**src/rtl/uart_pkg.sv**
```systemverilog
// ---------------------------------------------------------------------------
// uart_pkg
//   Shared types and helpers for the HC-01 UART link.
//   - tx_state_t : serializer FSM state encoding
//   - calc_cycle : clocks per bit from clock frequency (MHz) and baud rate
//   - FRAME_BITS : bits per 8N1 frame (start + 8 data + stop)
// ---------------------------------------------------------------------------
package uart_pkg;

  typedef enum logic [1:0] {
    IDLE  = 2'd0,
    START = 2'd1,
    DATA  = 2'd2,
    STOP  = 2'd3
  } tx_state_t;

  localparam int unsigned FRAME_BITS = 10;

  // Integer-truncated clocks per bit.
  function automatic int unsigned calc_cycle(input int unsigned clk_fre,
                                             input int unsigned baud);
    return (clk_fre * 1_000_000) / baud;
  endfunction

endpackage

```
**src/rtl/uart_tx_fifo.sv**
```systemverilog
// ---------------------------------------------------------------------------
// uart_tx_fifo
//   Synchronous circular-buffer FIFO, 8 bits wide, DEPTH entries.
//   Pointers carry one extra wrap bit; full/empty come from comparing it.
//   Ports:
//     clk, rst_n   : clock, asynchronous active-low reset (flushes FIFO)
//     push, din    : write request and data (ignored when full)
//     pop, dout    : read request and head-of-queue data (ignored when empty)
//     full, empty  : status from registered pointers
//     level        : number of stored entries
// ---------------------------------------------------------------------------
module uart_tx_fifo #(
  parameter int unsigned DEPTH = 16
) (
  input  logic                       clk,
  input  logic                       rst_n,
  input  logic                       push,
  input  logic [7:0]                 din,
  input  logic                       pop,
  output logic [7:0]                 dout,
  output logic                       full,
  output logic                       empty,
  output logic [$clog2(DEPTH):0]     level
);

  localparam int unsigned AW = $clog2(DEPTH);

  logic [7:0]  mem [DEPTH];
  logic [AW:0] wr_ptr;
  logic [AW:0] rd_ptr;
  logic        do_push;
  logic        do_pop;

  assign do_push = push && !full;
  assign do_pop  = pop && !empty;

  // Same index with differing wrap bits means the writer lapped the reader.
  assign full  = (wr_ptr[AW] != rd_ptr[AW]) && (wr_ptr[AW-1:0] == rd_ptr[AW-1:0]);
  assign empty = (wr_ptr == rd_ptr);
  assign level = wr_ptr - rd_ptr;
  assign dout  = mem[rd_ptr[AW-1:0]];

  always_ff @(posedge clk or negedge rst_n) begin
    if (!rst_n) begin
      wr_ptr <= '0;
      rd_ptr <= '0;
    end else begin
      if (do_push) wr_ptr <= wr_ptr + 1'b1;
      if (do_pop)  rd_ptr <= rd_ptr + 1'b1;
    end
  end

  always_ff @(posedge clk) begin
    if (do_push) mem[wr_ptr[AW-1:0]] <= din;
  end

endmodule

```
**src/rtl/uart_tx_buf.sv**
```systemverilog
// ---------------------------------------------------------------------------
// uart_tx_buf
//   Buffered 8N1 UART transmitter (return path to the HC-01 module).
//   Bytes enter through a valid/ready handshake into uart_tx_fifo and are
//   serialized LSB first at CYCLE clocks per bit. Back-to-back frames are
//   sent without an idle gap when the FIFO still holds data.
//   Ports:
//     clk, rst_n     : clock, asynchronous active-low reset
//     tx_data        : byte to send, sampled on the accepting edge
//     tx_data_valid  : tx_data valid this cycle
//     tx_data_ready  : FIFO not full (registered state only)
//     tx_pin         : serial line, idles high
//     tx_busy        : FIFO non-empty or frame in progress
//     fifo_level     : bytes queued, excluding the one in flight
// ---------------------------------------------------------------------------
module uart_tx_buf
  import uart_pkg::*;
#(
  parameter int unsigned CLK_FRE   = 25,
  parameter int unsigned BAUD_RATE = 9600,
  parameter int unsigned DEPTH     = 16
) (
  input  logic                       clk,
  input  logic                       rst_n,
  input  logic [7:0]                 tx_data,
  input  logic                       tx_data_valid,
  output logic                       tx_data_ready,
  output logic                       tx_pin,
  output logic                       tx_busy,
  output logic [$clog2(DEPTH):0]     fifo_level
);

  localparam int unsigned CYCLE = calc_cycle(CLK_FRE, BAUD_RATE);
  localparam int unsigned CW    = (CYCLE > 1) ? $clog2(CYCLE) : 1;
  localparam int unsigned LW    = $clog2(DEPTH) + 1;

  tx_state_t   state;
  tx_state_t   state_next;
  logic [CW-1:0] baud_cnt;
  logic [CW-1:0] baud_next;
  logic [2:0]  bit_cnt;
  logic [2:0]  bit_cnt_next;
  logic [7:0]  shift;
  logic [7:0]  shift_next;
  logic        tx_pin_next;
  logic        busy_next;

  logic        push;
  logic        pop;
  logic        full;
  logic        empty;
  logic [7:0]  head;
  logic        bit_end;
  logic [LW-1:0] level_next;

  assign tx_data_ready = !full;
  assign push          = tx_data_valid && !full;
  assign bit_end       = (baud_cnt == CW'(CYCLE - 1));

  uart_tx_fifo #(
    .DEPTH (DEPTH)
  ) u_fifo (
    .clk   (clk),
    .rst_n (rst_n),
    .push  (push),
    .din   (tx_data),
    .pop   (pop),
    .dout  (head),
    .full  (full),
    .empty (empty),
    .level (fifo_level)
  );

  // State and datapath registers.
  always_ff @(posedge clk or negedge rst_n) begin
    if (!rst_n) begin
      state    <= IDLE;
      baud_cnt <= '0;
      bit_cnt  <= '0;
      shift    <= '0;
      tx_pin   <= 1'b1;
      tx_busy  <= 1'b0;
    end else begin
      state    <= state_next;
      baud_cnt <= baud_next;
      bit_cnt  <= bit_cnt_next;
      shift    <= shift_next;
      tx_pin   <= tx_pin_next;
      tx_busy  <= busy_next;
    end
  end

  // Next-state logic; pop is asserted wherever a new frame is launched.
  always_comb begin
    state_next = state;
    pop        = 1'b0;
    unique case (state)
      IDLE: begin
        if (!empty) begin
          state_next = START;
          pop        = 1'b1;
        end
      end
      START: begin
        if (bit_end) state_next = DATA;
      end
      DATA: begin
        if (bit_end && (bit_cnt == 3'd7)) state_next = STOP;
      end
      STOP: begin
        if (bit_end) begin
          if (!empty) begin
            state_next = START;
            pop        = 1'b1;
          end else begin
            state_next = IDLE;
          end
        end
      end
      default: state_next = IDLE;
    endcase
  end

  // Baud counter, bit counter and shift register.
  always_comb begin
    shift_next   = shift;
    bit_cnt_next = bit_cnt;
    if ((state_next == IDLE) || bit_end || pop) begin
      baud_next = '0;
    end else begin
      baud_next = baud_cnt + 1'b1;
    end
    if (pop) begin
      shift_next   = head;
      bit_cnt_next = '0;
    end else if ((state == DATA) && bit_end) begin
      shift_next   = {1'b0, shift[7:1]};
      bit_cnt_next = bit_cnt + 1'b1;
    end
  end

  // Outputs are registered from next-state values so tx_pin changes on the
  // same edge that enters a state, and tx_busy drops on the edge that ends
  // the last stop bit.
  always_comb begin
    level_next = fifo_level + LW'(push) - LW'(pop);
    unique case (state_next)
      START:   tx_pin_next = 1'b0;
      DATA:    tx_pin_next = shift_next[0];
      default: tx_pin_next = 1'b1;
    endcase
    busy_next = (state_next != IDLE) || (level_next != '0);
  end

endmodule
```
**config.mk**
```make
export PLATFORM = sky130hd
export DESIGN_NAME = uart_tx_buf
export DESIGN_NICKNAME = d
export VERILOG_FILES = /design/src/rtl/uart_pkg.sv /design/src/rtl/uart_tx_fifo.sv /design/src/rtl/uart_tx_buf.sv
export SDC_FILE = /design/constraint.sdc
export NUM_CORES = 1
export LEC_CHECK = 0
export CAP_MARGIN = 25
export CORE_ASPECT_RATIO = 2
export CORE_MARGIN = 2
export CORE_UTILIZATION = 55
export DETAILED_ROUTE_END_ITERATION = 8
export PLACE_DENSITY = 0.81
export SYNTH_ARGS = -nofsm -noshare
export SYNTH_HDL_FRONTEND = slang
export SYNTH_HIERARCHICAL = 1
export SYNTH_SLANG_ARGS = --single-unit
```
**constraint.sdc**
```tcl
create_clock -name clk -period 4.55 [get_ports clk]
set_input_delay 1.365 -clock clk [delete_from_list [all_inputs] [get_ports clk]]
set_output_delay 1.365 -clock clk [all_outputs]
set_load 0.02 [all_outputs]
```
### Word level (Yosys, flattened, before mapping)

Memory sizes are Yosys's and may differ from the RTL's.
Index checks and enable logic that the tools add are counted.

* output and inout bits: 8
* memory bits (writable): 128
* flip-flop bits (word level): 37
* memories kept: 1

Memory list
* u_fifo.mem: words 16, bits a word 8, rd ports 1, clocked after Yosys merged registers in 0, write ports 1, line uart_tx_fifo.sv:28 `logic [7:0] mem [DEPTH];`

* muxes and demuxes: 17
* equality and inequality tests: 10
* add/subtract/negate cells: 7
* reduce and logical (&&, ||, !) cells: 16

Operator list (number)
* 8-bit 2-to-1 mux: 2
* 12-bit by 1-bit adder with 12-bit output, second input constant: 1
* 12-bit equality test, second input constant: 1
* 12-bit 2-to-1 mux: 1
* 5-bit by 1-bit adder with 5-bit output, second input constant: 2
* 2-bit 2-to-1 mux: 4
* 2-bit case mux with 4 select lines: 1
* 2-bit equality test, second input constant: 3
* 1-bit logical AND: 6
* 3-bit 2-to-1 mux: 2
* 5-bit by 1-bit adder with 5-bit output: 1
* 5-bit equality test: 1
* 1-bit 2-to-1 mux: 5
* 5-bit nonzero test: 1
* 5-bit by 1-bit subtractor with 5-bit output: 1
* 5-bit subtractor: 1
* 2-bit by 1-bit equality test with 1-bit output, second input constant: 2
* 4-bit equality test: 1
* 2-bit logical NOT: 2
* 1-bit case mux with 2 select lines: 2
* 2-bit nonzero test: 2
* 3-bit by 1-bit adder with 3-bit output, second input constant: 1
* 3-bit equality test, second input constant: 1
* 1-bit logical OR: 3
* 2 further kinds: 3

### Logic depth before layout (Yosys ltp)

Gate-level depths: netlist (run 1).

* depth after elaboration: 8
* mapped depth: 18
* gate-level depth less buffers: 15

### By module

Netlist (run 1), hierarchy kept.

Modules (own cells, without submodules)
* uart_tx_fifo: cells an instance 298, sequential area each 4093.9 um2, area an instance 5664.2 um2, times used 1
* uart_tx_buf: cells an instance 169, sequential area each 676.9 um2, area an instance 1665.3 um2, times used 1

### Worst setup path after synthesis (run 1)

No wires, ideal clock.

* path kind: flip-flop to flip-flop
* start point: register u_fifo.rd_ptr[1]
* end point: register tx_busy
* library setup time: 0.130 ns
* arrival time: 3.733 ns
* path slack: 0.687 ns
* buffers on the path: 3
* cell stages (with the launch flop): 19
* period minus slack after synthesis: 3.863 ns
* path through: dfrtp_1 -> buf_4 -> clkbuf_1 -> inv_1 -> ha_1 -> and4_1 -> and2_1 -> nor2_1 -> nand2_1 -> o21ai_0 -> clkbuf_1 -> xnor2_1 -> ha_1 -> fa_1 -> a21o_1 -> a21oi_1 -> xnor2_1 -> nor4_1 -> nand3_1

RTL lines
* start: declaration: line uart_tx_fifo.sv:30 `logic [AW:0] rd_ptr;`
* start signal: assignment: line uart_tx_fifo.sv:49 `if (do_pop) rd_ptr <= rd_ptr + 1'b1;`
* 5-bit equality test *: line uart_tx_fifo.sv:39 `assign empty = (wr_ptr == rd_ptr);`
* net empty: line uart_tx_buf.sv:51 `logic empty;`
* 1-bit 2-to-1 mux: line uart_tx_buf.sv:99, uart_tx_buf.sv:112
* 1-bit 2-to-1 mux: line uart_tx_buf.sv:111 `if (bit_end) begin`
* 1-bit case mux with 2 select lines: line uart_tx_buf.sv:97 `unique case (state)`
* 5-bit by 1-bit subtractor with 5-bit output: line uart_tx_buf.sv:146 `level_next = fifo_level + LW'(push) - LW'(pop);`
* 5-bit nonzero test: line uart_tx_buf.sv:152 `busy_next = (state_next != IDLE) || (level_next != '0);`
* 1-bit logical OR *: line uart_tx_buf.sv:152
* net busy_next: line uart_tx_buf.sv:46 `logic busy_next;`
* end signal: assignment: line uart_tx_buf.sv:89 `tx_busy <= busy_next;`
* end: declaration: line uart_tx_buf.sv:29 `output logic tx_busy,`

The timed path passes the listed nets; every way through them passes the cells marked *.
A chain may end at the register's enable or synchronous reset.

### Worst setup path in the final report (run 1)

* start point: register u_fifo.wr_ptr[0]
* end point: output fifo_level[4]

* cells in the longest elaborated chain, start to end: 1

Ends and longest elaborated chain
* start: declaration: line uart_tx_fifo.sv:29 `logic [AW:0] wr_ptr;`
* start signal: assignment: line uart_tx_fifo.sv:48 `if (do_push) wr_ptr <= wr_ptr + 1'b1;`
* 5-bit subtractor: line uart_tx_fifo.sv:40 `assign level = wr_ptr - rd_ptr;`
* end: declaration: line uart_tx_buf.sv:30 `output logic [$clog2(DEPTH):0] fifo_level`

Every way passes these cells.

==> results of run 1 <==
per-layer routing:
layer	up-vias	global-route usage	wire length [um]
met5	-	0	0
li1	1840	-	-
met2	95	0.394	8420
met4	0	0.119	623
met3	38	0.0389	399
met1	2079	0.217	4800
critical path, cell delays in order (launching register included):
cell	delay [ns]
dfrtp_1	0.41
inv_1	0.15
ha_1	0.16
inv_1	0.06
fa_1	0.39
a21o_1	0.19
a21oi_1	0.17
xnor2_1	0.18
clkdlybuf4s50_1	0.65
cells by family (layout without fill, tap and decap cells):
group                      after synthesis  in the layout  share of synthesized area
AOI/OAI and AO/OA                       54             54                     0.0492
DFF                                    165            165                      0.651
and+or+nand+nor                        102            102                     0.0743
xor gates and xnor gates                28             28                     0.0335
buffers and inverters                   37             77                     0.0270
muxes                                   58             58                      0.124
adders and majority gates               23             23                     0.0413
final timing paths:
| path | to | slack, ns | cells past startpoint |
|---|---|---|---|
| min | u_fifo/rd_ptr[4]$_DFFE_PN0P_ | 0.50 | 1 |
| max reg2reg | tx_busy$_DFF_PN0_ | 0.89 | 15 |
| min reg2reg | u_fifo/rd_ptr[4]$_DFFE_PN0P_ | 0.50 | 1 |
| min in group asynchronous | tx_busy$_DFF_PN0_ | 1.04 | 1 |
| max | fifo_level[4] | 0.40 | 8 |
| max in group asynchronous | u_fifo/rd_ptr[1]$_DFFE_PN0P_ | 2.95 | 1 |
stage by stage:
step | std cells | power, mW | hold WS, ns
2_1_floorplan | 467 | 2.44 | 0.466
3_3_place_gp | 628 | 2.69 | 0.480
6_report | 659 | 4.11 | 0.501
5_1_grt | 659 | 4.30 | 0.519
4_1_cts | 659 | 4.15 | 0.503
3_5_place_dp | 628 | 2.72 | 0.492
registers in the layout, summed over array words and instances, names as in the netlist:
signal and count:
baud_cnt 12, bit_cnt 3, shift 8, state 2
tx_busy 1, tx_pin 1, u_fifo/mem 128, u_fifo/rd_ptr 5
u_fifo/wr_ptr 5
cell usage after synthesis (all sizes together) (3+ instances only):
library cell	n	area (um2)
nor2	21	78.8
a22oi	8	60.1
inv	17	63.8
buf	10	96.3
nor3	18	135
dfrtp	36	901
a21oi	6	33.8
xor2	10	87.6
o21ai	19	95.1
nand4	5	31.3
a32oi	8	70.1
edfxtp	128	3840
nand2	29	109
nand2b	3	18.8
xnor2	18	158
clkbuf	10	37.5
and2	3	20.0
nor4	3	18.8
nand3	8	40.0
mux4	24	567
ha	21	263
a21o	5	37.5
mux2i	33	330
area by class of cell:
cell class                      instances  area [um2]  share of cell area
Clock buffer                           18         429              0.0521
Clock inverter                         13         164              0.0199
Inverter                               17        63.8             0.00775
Multi-Input combinational cell        265        2360               0.287
Sequential cell                       165        4770               0.579
Tap cell                              152         190              0.0231
Timing Repair Buffer                   29         258              0.0313
power breakdown:
| group | leakage [nW] | switching (mW) | internal, mW |
|---|---|---|---|
| combinational | 1.12 | 0.480 | 0.371 |
| clock | 0.289 | 0.591 | 0.826 |
| sequential | 1.61 | 0.0694 | 1.77 |
| total | 3.02 | 1.14 | 2.96 |
cell usage in the layout (no fill, tap or decap), drive strengths merged, types with 2 or more instances in the layout:
| master | instances |
|---|---|
| xnor2 | 18 |
| nand2b | 3 |
| nor3 | 18 |
| inv | 24 |
| a22oi | 8 |
| mux2i | 33 |
| a21oi | 6 |
| a21o | 5 |
| clkbuf | 18 |
| ha | 21 |
| nor4 | 3 |
| nor2 | 21 |
| buf | 12 |
| nand4 | 5 |
| and3 | 2 |
| mux4 | 24 |
| o21ai | 19 |
| a32oi | 8 |
| clkdlybuf4s50 | 17 |
| bufinv | 2 |
| dfrtp | 36 |
| nand3 | 8 |
| a21boi | 2 |
| o21a | 2 |
| xor2 | 10 |
| nor2b | 2 |
| clkinv | 3 |
| nand2 | 29 |
| fa | 2 |
| edfxtp | 128 |
| and2 | 3 |
==> impl_metrics.tcl, run 1 <==
set metrics [dict create \
    ys_warn_count 6 \
    worst_slew_pin_slew_ns 0.907 \
    routed-via-count 4052 \
    drtIter0Drc 317 \
    rsz0062_at_grt "false" \
    hpwl_um 9930 \
    postLayoutSetupSlackWorst_ns 0.400 \
    hold_viol_final 0 \
    antenna_cells 0 \
    grt-ovfl-total 0 \
    wire_per_inst_um 21.6 \
    layout_min_cycle_time_ns 4.15 \
    max_freq_ghz 0.241 \
    area_delta_synth_final_pct 12.4 \
    tritoncts "built" \
    grt_util_all_layers 0.213 \
    ir_drop_mv 0.325 \
    critPathCaptureType "output port" \
    clk_path_buf_depth 2 \
    syn_area_per_cell_um2 15.7 \
    drive_gt1_frac 0.150 \
    first_pass_iters 5 \
    postCtsSetupRepairBufs 0 \
    rows 59 \
    slew_headroom 0.393 \
    synth_edf_count 128 \
    netlist_area_um2 7330 \
    numCtsBuffers 17 \
    final_nets 529 \
    drt_wl_total_um 14200 \
    grt_max_degree 43 \
    clk_pin_slew_ns 0.07 \
    crit_type "flop to output port" \
    antenna_found_initial 0 \
    r2r-start "u_fifo/rd_ptr[2]$_DFFE_PN0P_" \
    viasPerCell 6.15 \
    die_area_um2 14300 \
    finalInstanceArea_um2 8240 \
    outcome "finished, final reports clean" \
    grt_pass1_vias 4270 \
    place_ws_ns 0.834 \
    post-route-util 0.634 \
    worstPathRequired_ns 3.18 \
    synthFlopType "edfxtp_1" \
    slew_viol_final 0 \
    crit_start "u_fifo/wr_ptr[0]$_DFFE_PN0P_" \
    die_width_um 85.6 \
    syn_inst 467 \
    cts_max_level 4 \
    remaining_drc_errors 0 \
    pin_count 19 \
    crit_fanout 4 \
    max-cap-violations 0 \
    setup_tns_ns 0 \
    initial_core_util 0.564 \
    yosysSeqAreaShare 0.651 \
    async_flop_share 0.224 \
    place_area_um2 7640 \
    min_period_over_period 0.912 \
    critPathArrivalTime_ns 2.79 \
    setup_violations 0 \
    p_leak_nw 3.02 \
    ctsHoldBuffers 0 \
    critPathLaunchType "flop" \
    grt_pass1_wl_um 22600 \
    yosysUniqueCellTypes 53 \
    core_um2 13000 \
    globalplace.congestion 0.874 \
    hp-start "u_fifo/rd_ptr[4]$_DFFE_PN0P_" \
    clock_latency_ns 0.42 \
    synth-seq-cells 165 \
    chipHeight_um 167 \
    clkSinkCount 165 \
    powerDensity_nw_per_um2 498 \
    synth_fp_nets 501 \
    fin_skew_ns 0.0104 \
    numPortBuffers 18 \
    fillerInstances 907 \
    ctsResizeCount 0 \
    antenna_left 0 \
    hp-class "flop to flop" \
    root_buffer "clkbuf_16" \
]
(Power assumes the default switching activity.)
==> run 2: changes to the inputs <==
- CORE_MARGIN: 2 -> 10
- CORE_UTILIZATION: 55 -> 43
- PLACE_DENSITY: 0.81 -> 0.68
==> impl_metrics.tcl, run 2 (synthesis results as in run 1) <==
set metrics [dict create \
    crit_fanout 4 \
    slew_viol_final 0 \
    rows 67 \
    layout_commonest_cell "edfxtp_1" \
    cp.depth 8 \
    max-cap-violations 0 \
    clk_pin_slew_ns 0.07 \
    drive_gt1_frac 0.155 \
    crit_type "flop to output port" \
    grt_max_degree 43 \
    worstPathRequired_ns 3.18 \
    die_width_um 112 \
    worst_slew_pin_slew_ns 0.918 \
    routed-via-count 3941 \
    numCtsBuffers 17 \
    fin_skew_ns 0.0120 \
    clkSinkCount 165 \
    grt_pass1_vias 4357 \
    outcome "finished, final reports clean" \
    root_buffer "clkbuf_16" \
    final_nets 530 \
    tritoncts "built" \
    final_cell_mix "edfxtp_1, dfrtp_1, mux2i_1" \
    crit_top_cell "inv_1" \
    grt-ovfl-total 0 \
    critPathArrivalTime_ns 2.83 \
    placed_cells 684 \
    remaining_drc_errors 0 \
    max_freq_ghz 0.238 \
    p_leak_nw 3.04 \
    powerDensity_nw_per_um2 494 \
    clk_path_buf_depth 2 \
    power.switching_mw 1.17 \
    viasPerCell 5.50 \
    die_area_um2 23000 \
    r2r_cells 15 \
    ctsHoldBuffers 0 \
    core_um2 16800 \
    cp.buffers_inverters 3 \
    slew_headroom 0.388 \
    min_period_over_period 0.923 \
    globalplace.congestion 0.798 \
    drt_wl_total_um 14200 \
    grt_util_all_layers 0.130 \
    initial_core_util 0.437 \
    postCtsSetupRepairBufs 0 \
    area_delta_synth_final_pct 13.5 \
    path_cells "inv_1 > ha_1 > inv_1 > fa_1 > a21o_1 > a21oi_1 > xnor2_1 > clkdlybuf4s50_1" \
    layout_min_cycle_time_ns 4.20 \
    drtIter0Drc 308 \
    numPortBuffers 18 \
    largest_reg_flops 128 \
    ctsResizeCount 0 \
    first_pass_iters 4 \
    hold_depth 1 \
    setup_tns_ns 0 \
    cpPeakStageDelay_ns 0.66 \
    hold_viol_final 0 \
    clock_latency_ns 0.42 \
    swShare 0.285 \
    chipHeight_um 205 \
    antenna_found_initial 0 \
    grt_pass1_wl_um 23300 \
    sequentialPowerShare 0.448 \
    critPathCaptureType "output port" \
    share_comb_of_total_power 0.211 \
    pin_count 19 \
    stdcell_count 716 \
    critPathLaunchType "flop" \
    rsz0062_at_grt "false" \
    setup_violations 0 \
    cts_max_level 4 \
    antenna_left 0 \
    hp-class "flop to flop" \
    critical_path.slowest_cell "clkdlybuf4s50_1" \
    wire_per_inst_um 19.9 \
    power.share.clock 0.341 \
    p_int_mw 2.94 \
    antenna_cells 0 \
    ir_drop_mv 0.247 \
    path_delay_family "buffers and inverters" \
    hpwl_um 10300 \
]
## run 2: final cells by class
cell class	instances	area (um2)
clock buffer	20	489
clock inverter	12	105
fill	1427	8450
inverter	17	63.8
multi-input combinational	265	2360
sequential	165	4770
tap	207	259
timing repair buffer	30	265
## run 2: path summary, 6_finish.rpt
| kind | slack [ns] | from | to |
|---|---|---|---|
| hold / removal | 0.49 | u_fifo/rd_ptr[4]$_DFFE_PN0P_ | u_fifo/rd_ptr[4]$_DFFE_PN0P_ |
| max in group asynchronous | 2.93 | rst_n | u_fifo/rd_ptr[1]$_DFFE_PN0P_ |
| min in group asynchronous | 1.05 | rst_n | tx_busy$_DFF_PN0_ |
| setup reg to reg | 0.68 | u_fifo/rd_ptr[3]$_DFFE_PN0P_ | tx_busy$_DFF_PN0_ |
| hold reg to reg | 0.49 | u_fifo/rd_ptr[4]$_DFFE_PN0P_ | u_fifo/rd_ptr[4]$_DFFE_PN0P_ |
| setup / recovery | 0.35 | u_fifo/wr_ptr[0]$_DFFE_PN0P_ | fifo_level[4] |
## run 2: power by group through the flow
| stage | Combinational (mW) | Clock [mW] | Sequential, mW |
|---|---|---|---|
| after global routing | 0.966 | 1.49 | 1.85 |
| after detailed placement | 0.874 | 0 | 1.87 |
| final | 0.868 | 1.40 | 1.84 |
| after floorplan | 0.616 | 0 | 1.83 |
| after global placement | 0.837 | 0 | 1.86 |
| after CTS | 0.876 | 1.43 | 1.84 |
## run 2: metrics by stage
stage | hold WS, ns | instance area (um2) | worst slack [ns] | utilization | power (mW)
6_report | 0.494 | 8320 | 0.350 | 0.496 | 4.11
5_1_grt | 0.533 | 8320 | 0.195 | 0.496 | 4.31
4_1_cts | 0.506 | 8320 | 0.320 | 0.496 | 4.15
3_5_place_dp | 0.496 | 7720 | 0.722 | 0.461 | 2.75
3_3_place_gp | 0.485 | 7720 | 0.839 | 0.461 | 2.70
2_1_floorplan | 0.466 | 7330 | 0.687 | - | 2.44
## run 2: routing by layer
layer	vias up	part of all wire	track usage
met1	1995	0.36	0.125
met5	-	0	0
li1	1842	-	-
met3	22	0.030	0.0272
met4	0	0.024	0.0656
met2	82	0.59	0.249
